$ cat src/rtl/wb_rsa_mw.sv
// Wishbone slave front-end for an external modular-exponentiation core.
// Operands are banked 32-bit words; one exponentiation is sequenced through IDLE/START/BUSY.
module wb_rsa_mw #(
  parameter int unsigned WIDTH  = 64,
  parameter int unsigned E_BITS = 32
) (
  input  logic              clk,
  input  logic              rst,
  input  logic              wb_cyc_i,
  input  logic              wb_stb_i,
  input  logic              wb_we_i,
  input  logic [31:0]       wb_adr_i,
  input  logic [3:0]        wb_sel_i,
  input  logic [31:0]       wb_dat_i,
  output logic [31:0]       wb_dat_o,
  output logic              wb_ack_o,
  output logic              irq_o,
  output logic              core_start,
  output logic [WIDTH-1:0]  core_m,
  output logic [WIDTH-1:0]  core_n,
  output logic [WIDTH-1:0]  core_ninv,
  output logic [WIDTH-1:0]  core_r2,
  output logic [E_BITS-1:0] core_e,
  input  logic [WIDTH-1:0]  core_c,
  input  logic              core_done
);

  localparam int unsigned NW = WIDTH / 32;
  localparam int unsigned NE = E_BITS / 32;
  localparam logic [31:0] PARAM_VAL = {E_BITS[15:0], WIDTH[15:0]};

  typedef enum logic [1:0] {S_IDLE, S_START, S_BUSY} state_t;

  state_t            state, state_nxt;
  logic [WIDTH-1:0]  m_reg, n_reg, ninv_reg, r2_reg, c_reg;
  logic [E_BITS-1:0] e_reg;
  logic              ctrl_auto, ctrl_ie, st_done, st_werr;
  logic              auto_nxt, ie_nxt, done_nxt, werr_nxt;
  logic [31:0]       cycles, busy_cnt, cnt_inc;
  logic [31:0]       rdata, m_rd, n_rd, ninv_rd, r2_rd, c_rd, e_rd;
  logic              acc, wr, idle, ctrl_wr, stat_wr, op_wr;
  logic              start_req, auto_req, trig, core_fin;
  logic [3:0]        bank;
  logic [5:0]        idx;
  logic [31:0]       wmask;
  logic [21:0]       unused_adr;

  assign unused_adr = {wb_adr_i[31:12], wb_adr_i[1:0]};

  assign acc   = wb_cyc_i & wb_stb_i & ~wb_ack_o;
  assign wr    = acc & wb_we_i;
  assign bank  = wb_adr_i[11:8];
  assign idx   = wb_adr_i[7:2];
  assign wmask = {{8{wb_sel_i[3]}}, {8{wb_sel_i[2]}}, {8{wb_sel_i[1]}}, {8{wb_sel_i[0]}}};
  assign idle  = (state == S_IDLE);

  assign ctrl_wr   = wr && (bank == 4'h0) && (idx == 6'd0);
  assign stat_wr   = wr && (bank == 4'h0) && (idx == 6'd1);
  assign op_wr     = wr && (bank >= 4'h1) && (bank <= 4'h5);
  assign start_req = ctrl_wr & wb_sel_i[0] & wb_dat_i[0];
  assign auto_req  = wr && (bank == 4'h1) && (idx == 6'(NW - 1)) && ctrl_auto;
  assign trig      = start_req | auto_req;
  assign core_fin  = (state == S_BUSY) && core_done;
  assign cnt_inc   = (busy_cnt == '1) ? busy_cnt : busy_cnt + 32'd1;

  assign core_start = (state == S_START);
  assign core_m     = m_reg;
  assign core_n     = n_reg;
  assign core_ninv  = ninv_reg;
  assign core_r2    = r2_reg;
  assign core_e     = e_reg;

  function automatic logic [31:0] merge(input logic [31:0] old, input logic [31:0] dat,
                                        input logic [31:0] mask);
    return (old & ~mask) | (dat & mask);
  endfunction

  always_comb begin
    state_nxt = state;
    case (state)
      S_IDLE:  if (trig) state_nxt = S_START;
      S_START: state_nxt = S_BUSY;
      S_BUSY:  if (core_done) state_nxt = S_IDLE;
      default: state_nxt = S_IDLE;
    endcase
  end

  // Clears are applied before sets so a same-cycle set always wins.
  always_comb begin
    auto_nxt = ctrl_auto;
    ie_nxt   = ctrl_ie;
    if (ctrl_wr && wb_sel_i[0]) begin
      auto_nxt = wb_dat_i[1];
      ie_nxt   = wb_dat_i[2];
    end
    done_nxt = st_done;
    if (stat_wr && wb_sel_i[0] && wb_dat_i[1]) done_nxt = 1'b0;
    if (idle && trig) done_nxt = 1'b0;
    if (core_fin) done_nxt = 1'b1;
    werr_nxt = st_werr;
    if (stat_wr && wb_sel_i[0] && wb_dat_i[2]) werr_nxt = 1'b0;
    if (!idle && (trig || op_wr)) werr_nxt = 1'b1;
  end

  always_comb begin
    m_rd = '0; n_rd = '0; ninv_rd = '0; r2_rd = '0; c_rd = '0; e_rd = '0;
    for (int unsigned i = 0; i < NW; i++) begin
      if (idx == 6'(i)) begin
        m_rd    = m_reg[i*32 +: 32];
        n_rd    = n_reg[i*32 +: 32];
        ninv_rd = ninv_reg[i*32 +: 32];
        r2_rd   = r2_reg[i*32 +: 32];
        c_rd    = c_reg[i*32 +: 32];
      end
    end
    for (int unsigned i = 0; i < NE; i++) begin
      if (idx == 6'(i)) e_rd = e_reg[i*32 +: 32];
    end
    rdata = '0;
    case (bank)
      4'h0: begin
        case (idx)
          6'd0:    rdata = {29'd0, ctrl_ie, ctrl_auto, 1'b0};
          6'd1:    rdata = {29'd0, st_werr, st_done, !idle};
          6'd2:    rdata = cycles;
          6'd3:    rdata = PARAM_VAL;
          default: rdata = '0;
        endcase
      end
      4'h1:    rdata = m_rd;
      4'h2:    rdata = e_rd;
      4'h3:    rdata = n_rd;
      4'h4:    rdata = ninv_rd;
      4'h5:    rdata = r2_rd;
      4'h6:    rdata = c_rd;
      default: rdata = '0;
    endcase
  end

  always_ff @(posedge clk or posedge rst) begin
    if (rst) begin
      state     <= S_IDLE;
      ctrl_auto <= 1'b0;
      ctrl_ie   <= 1'b0;
      st_done   <= 1'b0;
      st_werr   <= 1'b0;
      irq_o     <= 1'b0;
      wb_ack_o  <= 1'b0;
      wb_dat_o  <= '0;
      cycles    <= '0;
      busy_cnt  <= '0;
      c_reg     <= '0;
    end else begin
      state     <= state_nxt;
      ctrl_auto <= auto_nxt;
      ctrl_ie   <= ie_nxt;
      st_done   <= done_nxt;
      st_werr   <= werr_nxt;
      irq_o     <= done_nxt & ie_nxt;
      wb_ack_o  <= acc;
      wb_dat_o  <= (acc && !wb_we_i) ? rdata : '0;
      if (state == S_START) busy_cnt <= '0;
      else if (state == S_BUSY) busy_cnt <= cnt_inc;
      if (core_fin) begin
        cycles <= cnt_inc;
        c_reg  <= core_c;
      end
    end
  end

  always_ff @(posedge clk or posedge rst) begin
    if (rst) begin
      m_reg    <= '0;
      e_reg    <= '0;
      n_reg    <= '0;
      ninv_reg <= '0;
      r2_reg   <= '0;
    end else if (op_wr && idle) begin
      for (int unsigned i = 0; i < NW; i++) begin
        if (idx == 6'(i)) begin
          case (bank)
            4'h1:    m_reg[i*32 +: 32]    <= merge(m_reg[i*32 +: 32], wb_dat_i, wmask);
            4'h3:    n_reg[i*32 +: 32]    <= merge(n_reg[i*32 +: 32], wb_dat_i, wmask);
            4'h4:    ninv_reg[i*32 +: 32] <= merge(ninv_reg[i*32 +: 32], wb_dat_i, wmask);
            4'h5:    r2_reg[i*32 +: 32]   <= merge(r2_reg[i*32 +: 32], wb_dat_i, wmask);
            default: ;
          endcase
        end
      end
      for (int unsigned i = 0; i < NE; i++) begin
        if (bank == 4'h2 && idx == 6'(i))
          e_reg[i*32 +: 32] <= merge(e_reg[i*32 +: 32], wb_dat_i, wmask);
      end
    end
  end

endmodule

$ cat config.mk
export PLATFORM = sky130hd
export DESIGN_NAME = wb_rsa_mw
export DESIGN_NICKNAME = d
export VERILOG_FILES = /design/src/rtl/wb_rsa_mw.sv
export SDC_FILE = /design/constraint.sdc
export NUM_CORES = 1
export LEC_CHECK = 0
export ABC_AREA = 1
export CAP_MARGIN = 20
export CORE_MARGIN = 1.5
export CORE_UTILIZATION = 51
export CTS_BUF_LIST = sky130_fd_sc_hd__clkbuf_4 sky130_fd_sc_hd__clkbuf_8 sky130_fd_sc_hd__clkbuf_16
export CTS_CLUSTER_SIZE = 25
export DETAILED_ROUTE_END_ITERATION = 10
export GPL_TIMING_DRIVEN = 0
export PLACE_DENSITY = 0.82
export SYNTH_ARGS = -nofsm -noshare
export SYNTH_HDL_FRONTEND = slang
export SYNTH_SLANG_ARGS = --single-unit
$ cat constraint.sdc
create_clock -name clk -period 22.7 [get_ports clk]
set_clock_uncertainty 0.1 [all_clocks]
set_input_delay 4.54 -clock clk [delete_from_list [all_inputs] [get_ports clk]]
set_output_delay 4.54 -clock clk [all_outputs]
set_load 0.03 [all_outputs]
==> results of run 1 <==
[layout by cell type, fill, tap and decap left out, types with 35 or more instances in the layout]
cell type | Yosys | layout
sky130_fd_sc_hd__nand2_1 | 1348 | 1348
sky130_fd_sc_hd__dfrtp_1 | 456 | 456
sky130_fd_sc_hd__clkdlybuf4s50_1 | 0 | 434
sky130_fd_sc_hd__nor2_1 | 168 | 168
sky130_fd_sc_hd__o21ai_1 | 158 | 158
sky130_fd_sc_hd__o21ai_0 | 152 | 152
sky130_fd_sc_hd__inv_1 | 143 | 142
sky130_fd_sc_hd__buf_2 | 83 | 83
sky130_fd_sc_hd__nand3_1 | 83 | 83
sky130_fd_sc_hd__nand4_1 | 56 | 56
sky130_fd_sc_hd__clkbuf_16 | 0 | 49
sky130_fd_sc_hd__a21oi_1 | 43 | 43
sky130_fd_sc_hd__clkbuf_1 | 35 | 35
[kinds of logic (layout without fill, tap and decap cells)]
logic type | count (synthesis) | after routing | share of synthesized area (%)
simple gates | 1699 | 1699 | 31.99
flops | 456 | 456 | 51.87
compound gates | 398 | 398 | 9.703
buf+inv | 293 | 818 | 5.841
xor+xnor | 8 | 8 | 0.3185
fa+ha+maj | 5 | 5 | 0.2844
other cells | 0 | 2 | 0
[metal layers]
layer	part of all wire [%]	vias up
met5	0.025	-
met4	7.3	4
met3	14	404
met2	42	1940
met1	36	10920
li1	-	10060
[critical path, stage by stage]
cell and delay [ns]:
sky130_fd_sc_hd__clkdlybuf4s50_1 0.47, sky130_fd_sc_hd__inv_1 0.21, sky130_fd_sc_hd__nand2_1 0.10, sky130_fd_sc_hd__nor2_1 0.85, sky130_fd_sc_hd__clkbuf_1 0.80, sky130_fd_sc_hd__nand2_1 0.22, sky130_fd_sc_hd__nand2_1 0.11, sky130_fd_sc_hd__nor2_1 0.07
sky130_fd_sc_hd__a21oi_1 0.24
[area by class of cell]
class                           count  area, um2  share of cell area, %
Clock buffer                       73       1506                  5.237
Sequential cell                   456      11410                  39.67
Tap cell                          539      674.4                  2.344
Antenna cell                        2      5.005                0.01740
Clock inverter                     15      145.1                 0.5046
Inverter                          151      574.3                  1.997
Multi-Input combinational cell   2110       9304                  32.34
Buffer                            142      718.2                  2.497
Timing Repair Buffer              437       4427                  15.39
[power groups by stage]
stage / clock network [mW] / registers, mW / logic (mW)
6_report: 0.832 / 0.938 / 0.282
5_1_grt: 0.859 / 0.942 / 0.307
4_1_cts: 0.826 / 0.935 / 0.274
3_5_place_dp: 0 / 0.949 / 0.272
3_3_place_gp: 0 / 0.948 / 0.262
2_1_floorplan: 0 / 0.937 / 0.161
[path summary, 6_finish.rpt]
path / slack (ns) / from / endpoint
setup / recovery: 15.47 / wb_adr_i[8] / wb_dat_o[4]
setup reg to reg: 19.82 / state[0] / c_reg[38]
min in group asynchronous: 4.29 / rst / async pin
max in group asynchronous: 16.55 / rst / busy_cnt[22]
hold / removal: 0.38 / c_reg[57] / c_reg[57]
hold reg to reg: 0.38 / c_reg[57] / c_reg[57]
[through the flow]
| stage | util [%] | area [um2] | instances | worst slack (ns) |
|---|---|---|---|---|
| after floorplan | - | 22000 | 2859 | 5.348 |
| after global placement | 63.98 | 27020 | 3832 | 0.3989 |
| after detailed placement | 64.20 | 27110 | 3835 | 15.18 |
| after CTS | 68.11 | 28760 | 3923 | 15.75 |
| after global routing | 68.11 | 28760 | 3923 | 15.55 |
| final | 68.12 | 28770 | 3925 | 15.47 |
==> flow_metrics.tcl, run 1 <==
set metrics [dict create \
    run_status "finished clean" \
    p_sw_share_pct 29.27 \
    io_pins 461 \
    p_total_mw 2.051 \
    hpwlAfterDp_um 71530 \
    gp_congestion 1.016 \
    area_growth_syn_to_layout_pct 30.75 \
    timing.fmax_mhz 138.2 \
    buffer_ports.inserted 434 \
    power_frac_seq_pct 45.7 \
    worst_ep_required_time_ns 23.09 \
    grt_overflow_total 0 \
    leakagePower_nw 13.63 \
    ctsHoldBuffers 0 \
    whs_path_depth 2 \
    floorplan.die.height_um 210.7 \
    share_comb_of_total_power_pct 13.7 \
    postRouteAntennaNets 0 \
    peakVddDrop_mv 0.05757 \
    grt_first_pass_wirelength_um 140300 \
    clock_insertion_delay_worst_skew_ns 0.61 \
    grtUsageTotal_pct 43.25 \
    synth_flop_cell "sky130_fd_sc_hd__dfrtp_1" \
    timing.critical_path.fanout_max 10 \
    post_cts.repair.setup_buffers 0 \
    synth_most_common_cell "sky130_fd_sc_hd__nand2_1" \
    synth_cell_types 33 \
    postSynthRegisterBits 456 \
    post_cts_clock_slew_at_the_launch_and_capture_registers_of_the_worst_setup_and_hold_paths_ns 0.06 \
    cell_internal_pwr_mw 1.451 \
    timing_hold_violations_final 0 \
    cts_htree_levels 2 \
    worstMarginPinSlew_ns 1.136 \
    number_of_remaining_drc_errors 0 \
    grt-busiest-layer "met2" \
    period_needed_ns 7.235 \
    timing.critical_path.to_type "flip-flop" \
    number_of_flops_mapped_to_enable_cells_by_yosys 0 \
    globalRouteMet1Util_pct 55.85 \
    final-setup-viol-count 0 \
    synth_largest_type_area_fraction_pct 51.87 \
    clkSinkCount 456 \
    synth.yosys.warnings 0 \
    grt_use_met2_pct 62.97 \
    share_of_post_route_cells_with_drive_strength_above_1_pct 7.801 \
    die_width_um 210.7 \
    area_of_the_mapped_netlist_um2 22000 \
    synth_area_leaders "sky130_fd_sc_hd__dfrtp_1 52%, sky130_fd_sc_hd__nand2_1 23%, sky130_fd_sc_hd__o21ai_1 3.6%" \
    cellPowerDensity_nw_per_um2 71.31 \
    floorplan.rows 75 \
    tritoncts.num_buffers 48 \
    critPathArrivalTime_ns 7.62 \
    wl_um 96270 \
    filler_cell_count 3485 \
    syn_area_per_cell_um2 7.695 \
    first_global_vias 21920 \
    final_net_count 3489 \
    avgRoutedWirePerCell_um 24.53 \
    post-synth-top-area-cell "sky130_fd_sc_hd__dfrtp_1" \
    maxSlewHeadroom_pct 23.98 \
    fin_hold_ws_ns 0.3834 \
    grt_setup_unrepaired "false" \
    initial_utilization_pct 52.10 \
    tritoncts "built" \
    drt_iter0_markers 3506 \
    synthArstFlopShare_pct 100.0 \
    maximum_number_of_pins_on_one_net_before_global_route_repair 134 \
    synthesis.instances 2859 \
    drt_first_pass_iters 9 \
    clkPwrFrac_pct 40.6 \
    number_of_antenna_violations_at_the_first_check_in_global_routing 4 \
    ctsLongestPathBuffers 3 \
    fp.dieArea_um2 44390 \
    synth_sequential_area_ratio_pct 51.87 \
    count_of_instances_resized_after_the_clock_tree_is_built 0 \
    start_kind "input pin" \
    syn_nets 3002 \
    cap_viol_max_count 0 \
    placeableCoreArea_um2 42230 \
    detailroute.via_count 23320 \
    worst_hold_path_type "reg2reg" \
    max_slew_violation_total_from_the_final_report 0 \
    final_min_period_over_clock_period_pct 31.87 \
    switching_power_uw 600.5 \
    via_density 5.941 \
    tns_ns 0 \
    synth.top_cells.by_count "1348 x sky130_fd_sc_hd__nand2_1, 456 x sky130_fd_sc_hd__dfrtp_1, 168 x sky130_fd_sc_hd__nor2_1" \
    path_class "in2reg" \
    grt_use_met3_pct 14.41 \
    clock-root-buffer "sky130_fd_sc_hd__clkbuf_16" \
    timing.reg2reg.worst_path_depth 8 \
]
No activity file was read; power rests on OpenSTA's default activity.
==> run 2, diff against run 1 <==
--- a/config.mk
+++ b/config.mk
@@ -8,12 +8,12 @@
 export ABC_AREA = 1
 export CAP_MARGIN = 20
 export CORE_MARGIN = 1.5
-export CORE_UTILIZATION = 51
+export CORE_UTILIZATION = 47
 export CTS_BUF_LIST = sky130_fd_sc_hd__clkbuf_4 sky130_fd_sc_hd__clkbuf_8 sky130_fd_sc_hd__clkbuf_16
 export CTS_CLUSTER_SIZE = 25
 export DETAILED_ROUTE_END_ITERATION = 10
 export GPL_TIMING_DRIVEN = 0
-export PLACE_DENSITY = 0.82
+export PLACE_DENSITY = 0.79
 export SYNTH_ARGS = -nofsm -noshare
 export SYNTH_HDL_FRONTEND = slang
 export SYNTH_SLANG_ARGS = --single-unit
==> constraint.sdc (replaced) <==
create_clock -name clk -period 6.2 [get_ports clk]
set_clock_uncertainty 0.1 [all_clocks]
set_input_delay 1.24 -clock clk [delete_from_list [all_inputs] [get_ports clk]]
set_output_delay 1.24 -clock clk [all_outputs]
set_load 0.03 [all_outputs]
==> run 2 against run 1 <==
Power rose to 3.8 times the previous value; critical path depth unchanged; flip-flop and latch count unchanged; non-clock buffer count is 10 higher; largest power group unchanged.
==> flow_metrics.tcl, run 2 (synthesis results as in run 1) <==
set metrics [dict create \
    drt_iter0_markers 3269 \
    finish.instance_area_um2 29140 \
    tritoncts.num_buffers 49 \
    grt_first_pass_wirelength_um 139800 \
    via_density 5.819 \
    crit-reg2reg-capture "c_reg[3]" \
    regArea_um2 11410 \
    setup.reg_to_reg.worst_slack_ns 3.32 \
    max_slew_violation_total_from_the_final_report 0 \
    worst_ep_required_time_ns 6.56 \
    number_of_placed_instances_taps_included 3913 \
    avgRoutedWirePerCell_um 24.08 \
    cts_htree_levels 2 \
    grt-busiest-layer "met2" \
    post_cts_clock_slew_at_the_launch_and_capture_registers_of_the_worst_setup_and_hold_paths_ns 0.06 \
    grt_overflow_total 0 \
    timing.critical_path.fanout_max 10 \
    detailroute.via_count 23320 \
    pre_cts_ws_ns 1.868 \
    ctsHoldBuffers 0 \
    buffer_ports.inserted 434 \
    count_of_instances_resized_after_the_clock_tree_is_built 0 \
    final_core_utilization_pct 62.85 \
    leakagePower_nw 13.77 \
    floorplan.die.height_um 219.4 \
    highest_count_cells_in_the_layout_ignoring_fill_and_taps "1348 x sky130_fd_sc_hd__nand2_1, 456 x sky130_fd_sc_hd__dfrtp_1, 434 x sky130_fd_sc_hd__clkdlybuf4s50_1, 168 x sky130_fd_sc_hd__nor2_1, 158 x sky130_fd_sc_hd__o21ai_1" \
    endpoint "wb_dat_o[11]" \
    clock-root-buffer "sky130_fd_sc_hd__clkbuf_16" \
    worstMarginPinSlew_ns 1.030 \
    crit_start "wb_adr_i[11]" \
    first_global_vias 21880 \
    final_min_period_over_clock_period_pct 63.06 \
    grtUsageTotal_pct 40.08 \
    timing.fmax_mhz 255.8 \
    post_cts.repair.setup_buffers 0 \
    die_width_um 219.4 \
    tritoncts "built" \
    start_kind "input pin" \
    run_status "finished clean" \
    multiInputGateArea_um2 9304 \
    final-setup-viol-count 0 \
    drt_first_pass_iters 6 \
    area_after_dpl_um2 27370 \
    grt_use_met3_pct 12.06 \
    grt_use_met2_pct 58.52 \
    timing.reg2reg.worst_path_depth 8 \
    fp.dieArea_um2 48110 \
    reg2reg_from "state[0]" \
    postRouteAntennaNets 0 \
    cellPowerDensity_nw_per_um2 264.7 \
    final_net_count 3500 \
    maxSlewHeadroom_pct 31.05 \
    placeableCoreArea_um2 46360 \
    cap_viol_max_count 0 \
    clkSinkCount 456 \
    wl_um 96530 \
    io_pins 461 \
    timing_hold_violations_final 0 \
    timing.critical_path.to_type "flip-flop" \
    ctsLongestPathBuffers 3 \
    number_of_remaining_drc_errors 0 \
    clock_insertion_delay_worst_skew_ns 0.61 \
    area_growth_syn_to_layout_pct 32.45 \
    whs_path_depth 2 \
    fin_hold_ws_ns 0.3820 \
    path_class "in2reg" \
    layout_commonest_cell "sky130_fd_sc_hd__nand2_1" \
    maximum_number_of_pins_on_one_net_before_global_route_repair 42 \
    number_of_antenna_violations_at_the_first_check_in_global_routing 6 \
    hpwlAfterDp_um 72150 \
    globalRouteMet1Util_pct 51.92 \
    share_of_post_route_cells_with_drive_strength_above_1_pct 8.127 \
    postLayoutSetupSlackWorst_ns 2.290 \
    period_needed_ns 3.910 \
    filler_cell_count 3928 \
    gp_congestion 1.033 \
    grt_setup_unrepaired "false" \
    floorplan.rows 79 \
    peakVddDrop_mv 0.1904 \
    layoutNonFillerInstCount 4008 \
    worst_hold_path_type "reg2reg" \
    critPathArrivalTime_ns 4.27 \
    initial_utilization_pct 47.46 \
]
[run 2: final cells by class]
| cell class | instances | share of cell area, % |
|---|---|---|
| Sequential cell | 456 | 39.16 |
| Timing Repair Buffer | 447 | 15.80 |
| Buffer | 142 | 2.465 |
| Clock inverter | 20 | 0.9060 |
| Clock buffer | 70 | 5.127 |
| Multi-Input combinational cell | 2110 | 31.93 |
| Antenna cell | 5 | 0.04294 |
| Inverter | 151 | 1.958 |
| Tap cell | 607 | 2.606 |
[run 2: where the power goes]
part	switching, mW	total [mW]	internal [mW]
clock	1.30	3.22	1.93
combinational	0.731	1.04	0.304
sequential	0.196	3.45	3.26
total	2.22	7.71	5.49
[run 2: per-layer routing]
metal	vias up	part of all wire [%]
met5	-	0.012
met4	2	7.1
met3	386	14
met2	1823	43
met1	11010	37
li1	10100	-
[run 2: worst min-delay path by stage]
stage,startpoint,endpoint
after global placement,c_reg[32],c_reg[32]
after CTS,c_reg[34],c_reg[34]
final,c_reg[34],c_reg[34]
after global routing,c_reg[22],c_reg[22]
after detailed placement,c_reg[34],c_reg[34]
after floorplan,st_werr,st_werr
[run 2: through the flow]
| stage | setup TNS [ns] | power [mW] |
|---|---|---|
| after CTS | 0 | 7.650 |
| after detailed placement | 0 | 4.503 |
| after global routing | 0 | 7.922 |
| after global placement | -1911.43 | 4.459 |
| final | 0 | 7.714 |
| after floorplan | -596.92 | 4.023 |
[run 2: worst max-delay path, stage by stage]
cell,delay [ns]
sky130_fd_sc_hd__clkdlybuf4s50_1,0.47
sky130_fd_sc_hd__inv_1,0.14
sky130_fd_sc_hd__nand2_1,0.13
sky130_fd_sc_hd__nor2_1,0.80
sky130_fd_sc_hd__clkbuf_1,0.71
sky130_fd_sc_hd__nand2_1,0.17
sky130_fd_sc_hd__nand2_1,0.16
sky130_fd_sc_hd__nor2_1,0.06
sky130_fd_sc_hd__a21oi_1,0.37
